`config.mk`:
```
export PLATFORM = sky130hd
export DESIGN_NAME = fpga_config_loader
export DESIGN_NICKNAME = d
export VERILOG_FILES = /design/src/rtl/fpga_cfg_pkg.sv /design/src/rtl/fpga_cfg_delay.sv /design/src/rtl/fpga_config_loader.sv
export SDC_FILE = /design/constraint.sdc
export NUM_CORES = 1
export LEC_CHECK = 0
export ABC_AREA = 1
export CAP_MARGIN = 20
export CORE_AREA = 2 2 327 329
export CTS_CLUSTER_SIZE = 25
export DETAILED_ROUTE_END_ITERATION = 6
export DIE_AREA = 0 0 329 331
export REMOVE_ABC_BUFFERS = 1
export SYNTH_ARGS = -nofsm -noshare
export SYNTH_HDL_FRONTEND = slang
export SYNTH_HIERARCHICAL = 1
export SYNTH_SLANG_ARGS = --single-unit
```
`constraint.sdc`:
```
create_clock -name clock -period 1.7 [get_ports clock]
set_input_delay 0.425 -clock clock [delete_from_list [all_inputs] [get_ports clock]]
set_output_delay 0.425 -clock clock [all_outputs]
set_load 0.02 [all_outputs]
```
`src/rtl/fpga_cfg_pkg.sv`:
```
// Shared types and helpers for the fabric configuration loader.
// Frame strobes are built from a wide one-hot vector and narrowed at the use site.
package fpga_cfg_pkg;

    typedef enum logic [2:0] {
        ST_IDLE,
        ST_LOAD,
        ST_WRITE,
        ST_SETTLE,
        ST_ARM,
        ST_RUN
    } cfg_state_t;

    localparam int DEF_WORD_W        = 320;
    localparam int DEF_NUM_FRAMES    = 172;
    localparam int DEF_SETTLE_CYCLES = 10;
    localparam int DEF_RDY_DELAY     = 10;

    // Upper bound on frame count supported by onehot_frame.
    localparam int MAX_FRAMES = 1024;
    localparam int MAX_IDX_W  = $clog2(MAX_FRAMES);

    function automatic logic [MAX_FRAMES-1:0] onehot_frame(input logic [MAX_IDX_W-1:0] idx);
        logic [MAX_FRAMES-1:0] v;
        v      = '0;
        v[idx] = 1'b1;
        return v;
    endfunction

    // A delay of N cycles reloads the down-counter with N-1; zero still costs one cycle.
    function automatic int delay_load(input int cycles);
        return (cycles > 0) ? cycles - 1 : 0;
    endfunction

endpackage

```
`src/rtl/fpga_cfg_delay.sv`:
```
// Loadable down-counter shared by the SETTLE and ARM waits.
// done is high while the count sits at zero.
module fpga_cfg_delay
    import fpga_cfg_pkg::*;
#(
    parameter int CNT_W = 4
) (
    input  logic             clock,
    input  logic             rst,
    input  logic             load,
    input  logic [CNT_W-1:0] load_val,
    input  logic             dec,
    output logic             done
);

    logic [CNT_W-1:0] count;

    always_ff @(posedge clock) begin
        if (rst) begin
            count <= '0;
        end else if (load) begin
            count <= load_val;
        end else if (dec && (count != '0)) begin
            count <= count - 1'b1;
        end
    end

    assign done = (count == '0);

endmodule

```
`src/rtl/fpga_config_loader.sv`:
```
// Streams configuration frames into the fabric one strobe at a time, then
// waits out the settle and arm delays before releasing the fabric flip-flops.
module fpga_config_loader
    import fpga_cfg_pkg::*;
#(
    parameter int WORD_W        = DEF_WORD_W,
    parameter int NUM_FRAMES    = DEF_NUM_FRAMES,
    parameter int SETTLE_CYCLES = DEF_SETTLE_CYCLES,
    parameter int RDY_DELAY     = DEF_RDY_DELAY,
    localparam int IDX_W        = (NUM_FRAMES > 1) ? $clog2(NUM_FRAMES) : 1
) (
    input  logic                  clock,
    input  logic                  rst,
    input  logic                  start,
    input  logic                  abort,
    input  logic                  cfg_valid,
    input  logic [WORD_W-1:0]     cfg_data,
    output logic                  cfg_ready,
    output logic [WORD_W-1:0]     configs_in,
    output logic [NUM_FRAMES-1:0] configs_en,
    output logic                  ff_en,
    output logic                  rdy,
    output logic                  busy,
    output logic [IDX_W-1:0]      frame_idx
);

    localparam int DLY_MAX = (SETTLE_CYCLES > RDY_DELAY) ? SETTLE_CYCLES : RDY_DELAY;
    localparam int CNT_W   = (DLY_MAX > 1) ? $clog2(DLY_MAX) : 1;

    localparam logic [CNT_W-1:0] SETTLE_LOAD = CNT_W'(delay_load(SETTLE_CYCLES));
    localparam logic [CNT_W-1:0] ARM_LOAD    = CNT_W'(delay_load(RDY_DELAY));
    localparam logic [IDX_W-1:0] LAST_IDX    = IDX_W'(NUM_FRAMES - 1);

    cfg_state_t            state_q, state_d;
    logic                  ready_q, ready_d;
    logic [WORD_W-1:0]     cfg_in_d;
    logic [NUM_FRAMES-1:0] en_d;
    logic                  ff_en_d, rdy_d, busy_d;
    logic [IDX_W-1:0]      idx_d;
    logic                  dly_load, dly_dec, dly_done;
    logic [CNT_W-1:0]      dly_val;
    logic                  accept;

    // abort masks the handshake so a word offered alongside it is never consumed
    assign cfg_ready = ready_q & ~abort;
    assign accept    = cfg_valid & cfg_ready;

    fpga_cfg_delay #(
        .CNT_W(CNT_W)
    ) u_delay (
        .clock   (clock),
        .rst     (rst),
        .load    (dly_load),
        .load_val(dly_val),
        .dec     (dly_dec),
        .done    (dly_done)
    );

    always_comb begin
        state_d  = state_q;
        ready_d  = 1'b0;
        cfg_in_d = configs_in;
        en_d     = '0;
        ff_en_d  = ff_en;
        rdy_d    = rdy;
        idx_d    = frame_idx;
        dly_load = 1'b0;
        dly_val  = SETTLE_LOAD;
        dly_dec  = 1'b0;

        if (abort && (state_q != ST_IDLE)) begin
            state_d = ST_IDLE;
            ff_en_d = 1'b0;
            rdy_d   = 1'b0;
            idx_d   = '0;
        end else begin
            unique case (state_q)
                ST_IDLE: begin
                    if (start) begin
                        state_d = ST_LOAD;
                        ready_d = 1'b1;
                        idx_d   = '0;
                    end
                end
                ST_LOAD: begin
                    ready_d = 1'b1;
                    if (accept) begin
                        state_d  = ST_WRITE;
                        ready_d  = 1'b0;
                        cfg_in_d = cfg_data;
                        en_d     = NUM_FRAMES'(onehot_frame(MAX_IDX_W'(frame_idx)));
                    end
                end
                ST_WRITE: begin
                    if (frame_idx == LAST_IDX) begin
                        state_d  = ST_SETTLE;
                        idx_d    = '0;
                        dly_load = 1'b1;
                        dly_val  = SETTLE_LOAD;
                    end else begin
                        state_d = ST_LOAD;
                        ready_d = 1'b1;
                        idx_d   = frame_idx + 1'b1;
                    end
                end
                ST_SETTLE: begin
                    if (dly_done) begin
                        state_d  = ST_ARM;
                        ff_en_d  = 1'b1;
                        dly_load = 1'b1;
                        dly_val  = ARM_LOAD;
                    end else begin
                        dly_dec = 1'b1;
                    end
                end
                ST_ARM: begin
                    if (dly_done) begin
                        state_d = ST_RUN;
                        rdy_d   = 1'b1;
                    end else begin
                        dly_dec = 1'b1;
                    end
                end
                ST_RUN: begin
                    if (start) begin
                        state_d = ST_LOAD;
                        ready_d = 1'b1;
                        ff_en_d = 1'b0;
                        rdy_d   = 1'b0;
                        idx_d   = '0;
                    end
                end
                default: state_d = ST_IDLE;
            endcase
        end

        busy_d = state_d inside {ST_LOAD, ST_WRITE, ST_SETTLE, ST_ARM};
    end

    always_ff @(posedge clock) begin
        if (rst) begin
            state_q    <= ST_IDLE;
            ready_q    <= 1'b0;
            configs_in <= '0;
            configs_en <= '0;
            ff_en      <= 1'b0;
            rdy        <= 1'b0;
            busy       <= 1'b0;
            frame_idx  <= '0;
        end else begin
            state_q    <= state_d;
            ready_q    <= ready_d;
            configs_in <= cfg_in_d;
            configs_en <= en_d;
            ff_en      <= ff_en_d;
            rdy        <= rdy_d;
            busy       <= busy_d;
            frame_idx  <= idx_d;
        end
    end

endmodule

```
==> results.txt <==
----------------------------------------------------
[Yosys]
  Top-area cell type share of the netlist area ... between 60% and 70%
  Top-count cell post-synth ... sky130_fd_sc_hd__nor2_1
  Cell type with the highest aggregate area in the netlist ... sky130_fd_sc_hd__dfxtp_1
  Number of cells produced by synthesis ... 1,966
  Mean Syn Cell Area ... around 8.4 µm²
  Portion of the post-synthesis area used by sequential elements ... roughly 62%
  Dominant cells by area after synthesis ... sky130_fd_sc_hd__dfxtp_1 (62%), sky130_fd_sc_hd__nor2_1 (19%), sky130_fd_sc_hd__o21ai_0 (10%)
  Async set-or-reset flop fraction in the synthesized netlist ... 0%
  Post-synthesis sequential element count ... approximately 500
  Distinct cell type count of the synthesized netlist ... 31
  Number of warnings printed during yosys synthesis ... 6
  Flip-flop cell with the highest count after synthesis ... sky130_fd_sc_hd__dfxtp_1
  Most numerous cell types in the synthesized netlist ... sky130_fd_sc_hd__nor2_1 (826), sky130_fd_sc_hd__dfxtp_1 (511), sky130_fd_sc_hd__o21ai_0 (329), sky130_fd_sc_hd__clkbuf_1 (85), sky130_fd_sc_hd__nand2_1 (58)
  Area of the mapped netlist ... approximately 16,000 µm²
  EDFF count, synth ... 0

[Place]
  Routability congestion estimate from global placement ... around 0.87
  Detailed placer's ending HPWL ... 69,500 µm
  Placed Instance Area ... about 27,000 µm²
  Placed instance count ... between 4,000 and 5,000
  Number of port buffers ... around 830
  Minimum setup slack after placement ... -688 ps

[Min path]
  Path type of the worst min-delay path ... in2reg

[Worst setup path]
  Slowest stage cell, crit path ... sky130_fd_sc_hd__dfxtp_2
  Arrival @ worst endpoint ... ~1300 ps
  Top delay family on crit path ... flip-flops
  Startpoint Class ... register
  Maximum net fanout on the critical path ... 2
  Max stage delay on crit path ... 320 ps
  Cells along the critical path ... inv_2 -> nor2_4 -> buf_6 -> buf_8
  Buffer and inverter count on the worst path ... 3
  CP Class ... reg2out
  Required arrival time at the worst endpoint ... roughly 1300 ps
  CP Capture Type ... output port

[Clock tree]
  Num Clock Sinks ... roughly 510
  Clock tree root buffer cell ... sky130_fd_sc_hd__clkbuf_16
  CTS buffer count ... between 50 and 60
  CTS clock-pin slew for the worst setup and hold paths ... around 60 ps
  Bufs on Longest Clock Path ... 3
  Clock tree from TritonCTS ... yes
  Insertion delay to the later sink of the worst-skew pair ... 650 ps
  Total number of H-tree levels ... 2

[STA]
  Worst clock skew ... roughly 19 ps
  Final Max Tran Viols ... 0
  Final min period ... 1750 ps
  Hold violation count in the final report ... 0
  Final number of setup-violating endpoints ... 12
  Worst slew margin relative to its limit ... 62.2%
  Transition time at the pin with the least slew margin ... ~570 ps
  Highest achievable clock rate ... ~570 MHz
  RSZ-0062 raised after global routing ... true
  Final worst path period share ... 103%
  Post-layout worst setup margin ... -54.1 ps

[Global route]
  Maximum number of pins on one net before global-route repair ... 87
  Global-route total usage across every layer ... 14.8%
  Number of antenna violations at the first check in global routing ... 37
  First-pass GRT wire length ... between 100,000 and 150,000 µm
  Via count of the first global-routing pass ... ~16,000
  Final global-route overflow total ... 0

[Die]
  Vertical die dimension ... around 330 µm
  Area of the core ... 105,000 µm²
  DIE WIDTH ... 329 µm
  DIE AREA ... approximately 110,000 µm²
  I/O Pins ... roughly 830
  Std cell rows ... ~120
  Starting density of the core ... between 10% and 20%

[Drt]
  Average routed wire per standard cell ... 21.1 µm
  Number of DRC violations after detailed routing ... 0
  Top Layer Used ... met5
  Total length of routed met3 wires ... between 8000 and 9000 µm
  Ratio of routed vias to standard cells ... about 3.9
  Total routed wire length on the met1 layer ... ~36,000 µm
  Count of antenna-violating nets left after detailed routing ... 0
  Detailed Route WL ... about 92,000 µm
  Overall via count from detail_route ... about 17,000
  DRC violation total after the first TritonRoute iteration ... around 770
  Met2 WL ... between 40,000 and 50,000 µm
  Iteration count of the initial detailed-routing pass ... 5

[Final layout]
  Fin nets ... roughly 3,300
  Combined area of the multi-input logic cells ... between 7000 and 8000 µm²
  Share of final-layout standard cells stronger than drive strength 1 ... roughly 40%
  Layout overhead on the synthesized area ... 89.0%
  Count of filler cells inserted in the layout ... approximately 11,000
  Final instance area ... between 30,000 and 40,000 µm²
  Final design utilization ... 29.6%
  Area taken by flip-flops and latches ... roughly 10,000 µm²
  Final instance count without filler cells ... 4,387

[Pwr]
  Power per Cell Area ... 929 nW/µm²
  IR drop worst, VDD ... roughly 0.00095 V
  Total power of the final layout ... between 20 and 30 mW
  Cell leakage power ... 12.9 nW

[Run status]
  Result of the run ... finished with violations
  Violated checks ... negative setup slack

[Run]
  Number of maximum-capacitance constraint violations ... 0

----------------------------------------------------
layout make-up:
class	instances	area share [%]
diodes	6	0.0483
clock buffers	80	5.45
clock inverters	29	1.32
inverters	33	0.511
multi-input cells	1293	23.8
flip-flops and latches	511	33.0
well taps	1391	5.59
repair buffers	1043	30.2
repair inverters	1	0.0965
layer usage:
| layer | vias up | track usage, % |
|---|---|---|
| met2 | 637 | 25.7 |
| met5 | - | 0 |
| met4 | 64 | 3.65 |
| met1 | 7926 | 16.5 |
| met3 | 155 | 6.69 |
| li1 | 8228 | - |
worst reg2reg max path: cells and delay by family (launching register included):
family	cells	cell delay [ps]
flops	1	360
simple gates	7	890
buf+inv	2	410
repair_timing:
item                       in CTS  in global routing
setup endpoints to repair     480                404
resized for setup            1902                665
buffers inserted                5                 11
cloned                          0                 43
hold buffers                    0                  0
pin swaps                       1                 88
through the flow:
step / hold WS (ps) / TNS (ps)
after CTS: 329 / -153
after global routing: 364 / -20700
after global placement: 460 / -223810
final: 384 / -183
after floorplan: 462 / -3038030
after detailed placement: 470 / -220540
kinds of logic (layout without fill, tap and decap cells):
logic type               Yosys count  after routing  synth area share, %
AO/OA/AOI/OAI                    344            344                 10.5
flip-flops                       511            511                 62.2
adder cells (fa/ha/maj)            5              5                0.380
buffers and inverters            164           1186                 4.39
AND/OR/NAND/NOR                  939            939                 22.4
other                              2             10               0.0456
XOR/XNOR                           1              1               0.0532
final timing paths:
check | from | to | slack (ps) | cells past startpoint
max | ready_q | cfg_ready | -50 | 4
min | cfg_data[230] | configs_in[230] | 380 | 3
max reg2reg | state_q[1] | configs_en[25] | -20 | 9
min reg2reg | rdy | rdy | 470 | 2
flip-flops by register name (all words and copies together), names as in the netlist:
| name | count |
|---|---|
| ff_en | 1 |
| u_delay/count | 4 |
| configs_en | 172 |
| rdy | 1 |
| frame_idx | 8 |
| state_q | 3 |
| ready_q | 1 |
| busy | 1 |
| configs_in | 320 |
cell usage in the layout, fill, tap and decap left out, types with 4 or more instances in the layout:
cell	Yosys	routed
sky130_fd_sc_hd__o21ai_2	0	10
sky130_fd_sc_hd__conb_1	2	4
sky130_fd_sc_hd__nand3_1	19	17
sky130_fd_sc_hd__clkinv_2	1	8
sky130_fd_sc_hd__buf_12	0	40
sky130_fd_sc_hd__clkbuf_16	0	93
sky130_fd_sc_hd__diode_2	0	6
sky130_fd_sc_hd__a21oi_1	10	8
sky130_fd_sc_hd__inv_2	3	8
sky130_fd_sc_hd__buf_16	0	8
sky130_fd_sc_hd__nor2_4	0	203
sky130_fd_sc_hd__buf_2	37	362
sky130_fd_sc_hd__nand2_2	8	11
sky130_fd_sc_hd__nand2_1	58	52
sky130_fd_sc_hd__dfxtp_4	0	4
sky130_fd_sc_hd__clkdlybuf4s50_1	0	324
sky130_fd_sc_hd__dfxtp_1	511	491
sky130_fd_sc_hd__nand2_8	0	4
sky130_fd_sc_hd__nor2_2	10	93
sky130_fd_sc_hd__nor2_1	826	540
sky130_fd_sc_hd__o21ai_0	329	262
sky130_fd_sc_hd__clkbuf_1	85	8
sky130_fd_sc_hd__dfxtp_2	0	16
sky130_fd_sc_hd__inv_1	27	22
sky130_fd_sc_hd__buf_6	8	27
sky130_fd_sc_hd__inv_6	0	5
sky130_fd_sc_hd__clkdlybuf4s15_2	0	67
sky130_fd_sc_hd__bufinv_16	0	8
sky130_fd_sc_hd__clkbuf_8	0	12
sky130_fd_sc_hd__buf_8	0	8
sky130_fd_sc_hd__o21ai_1	0	57
sky130_fd_sc_hd__ha_1	5	4
sky130_fd_sc_hd__buf_4	0	174
report_power, final:
| part | total (mW) | internal, mW | switching, mW |
|---|---|---|---|
| clock | 13.8 | 8.24 | 5.57 |
| sequential | 12.3 | 12.2 | 0.157 |
| combinational | 2.78 | 1.45 | 1.33 |
| total | 28.9 | 21.8 | 7.06 |
Power figures use the tool's default switching activity.
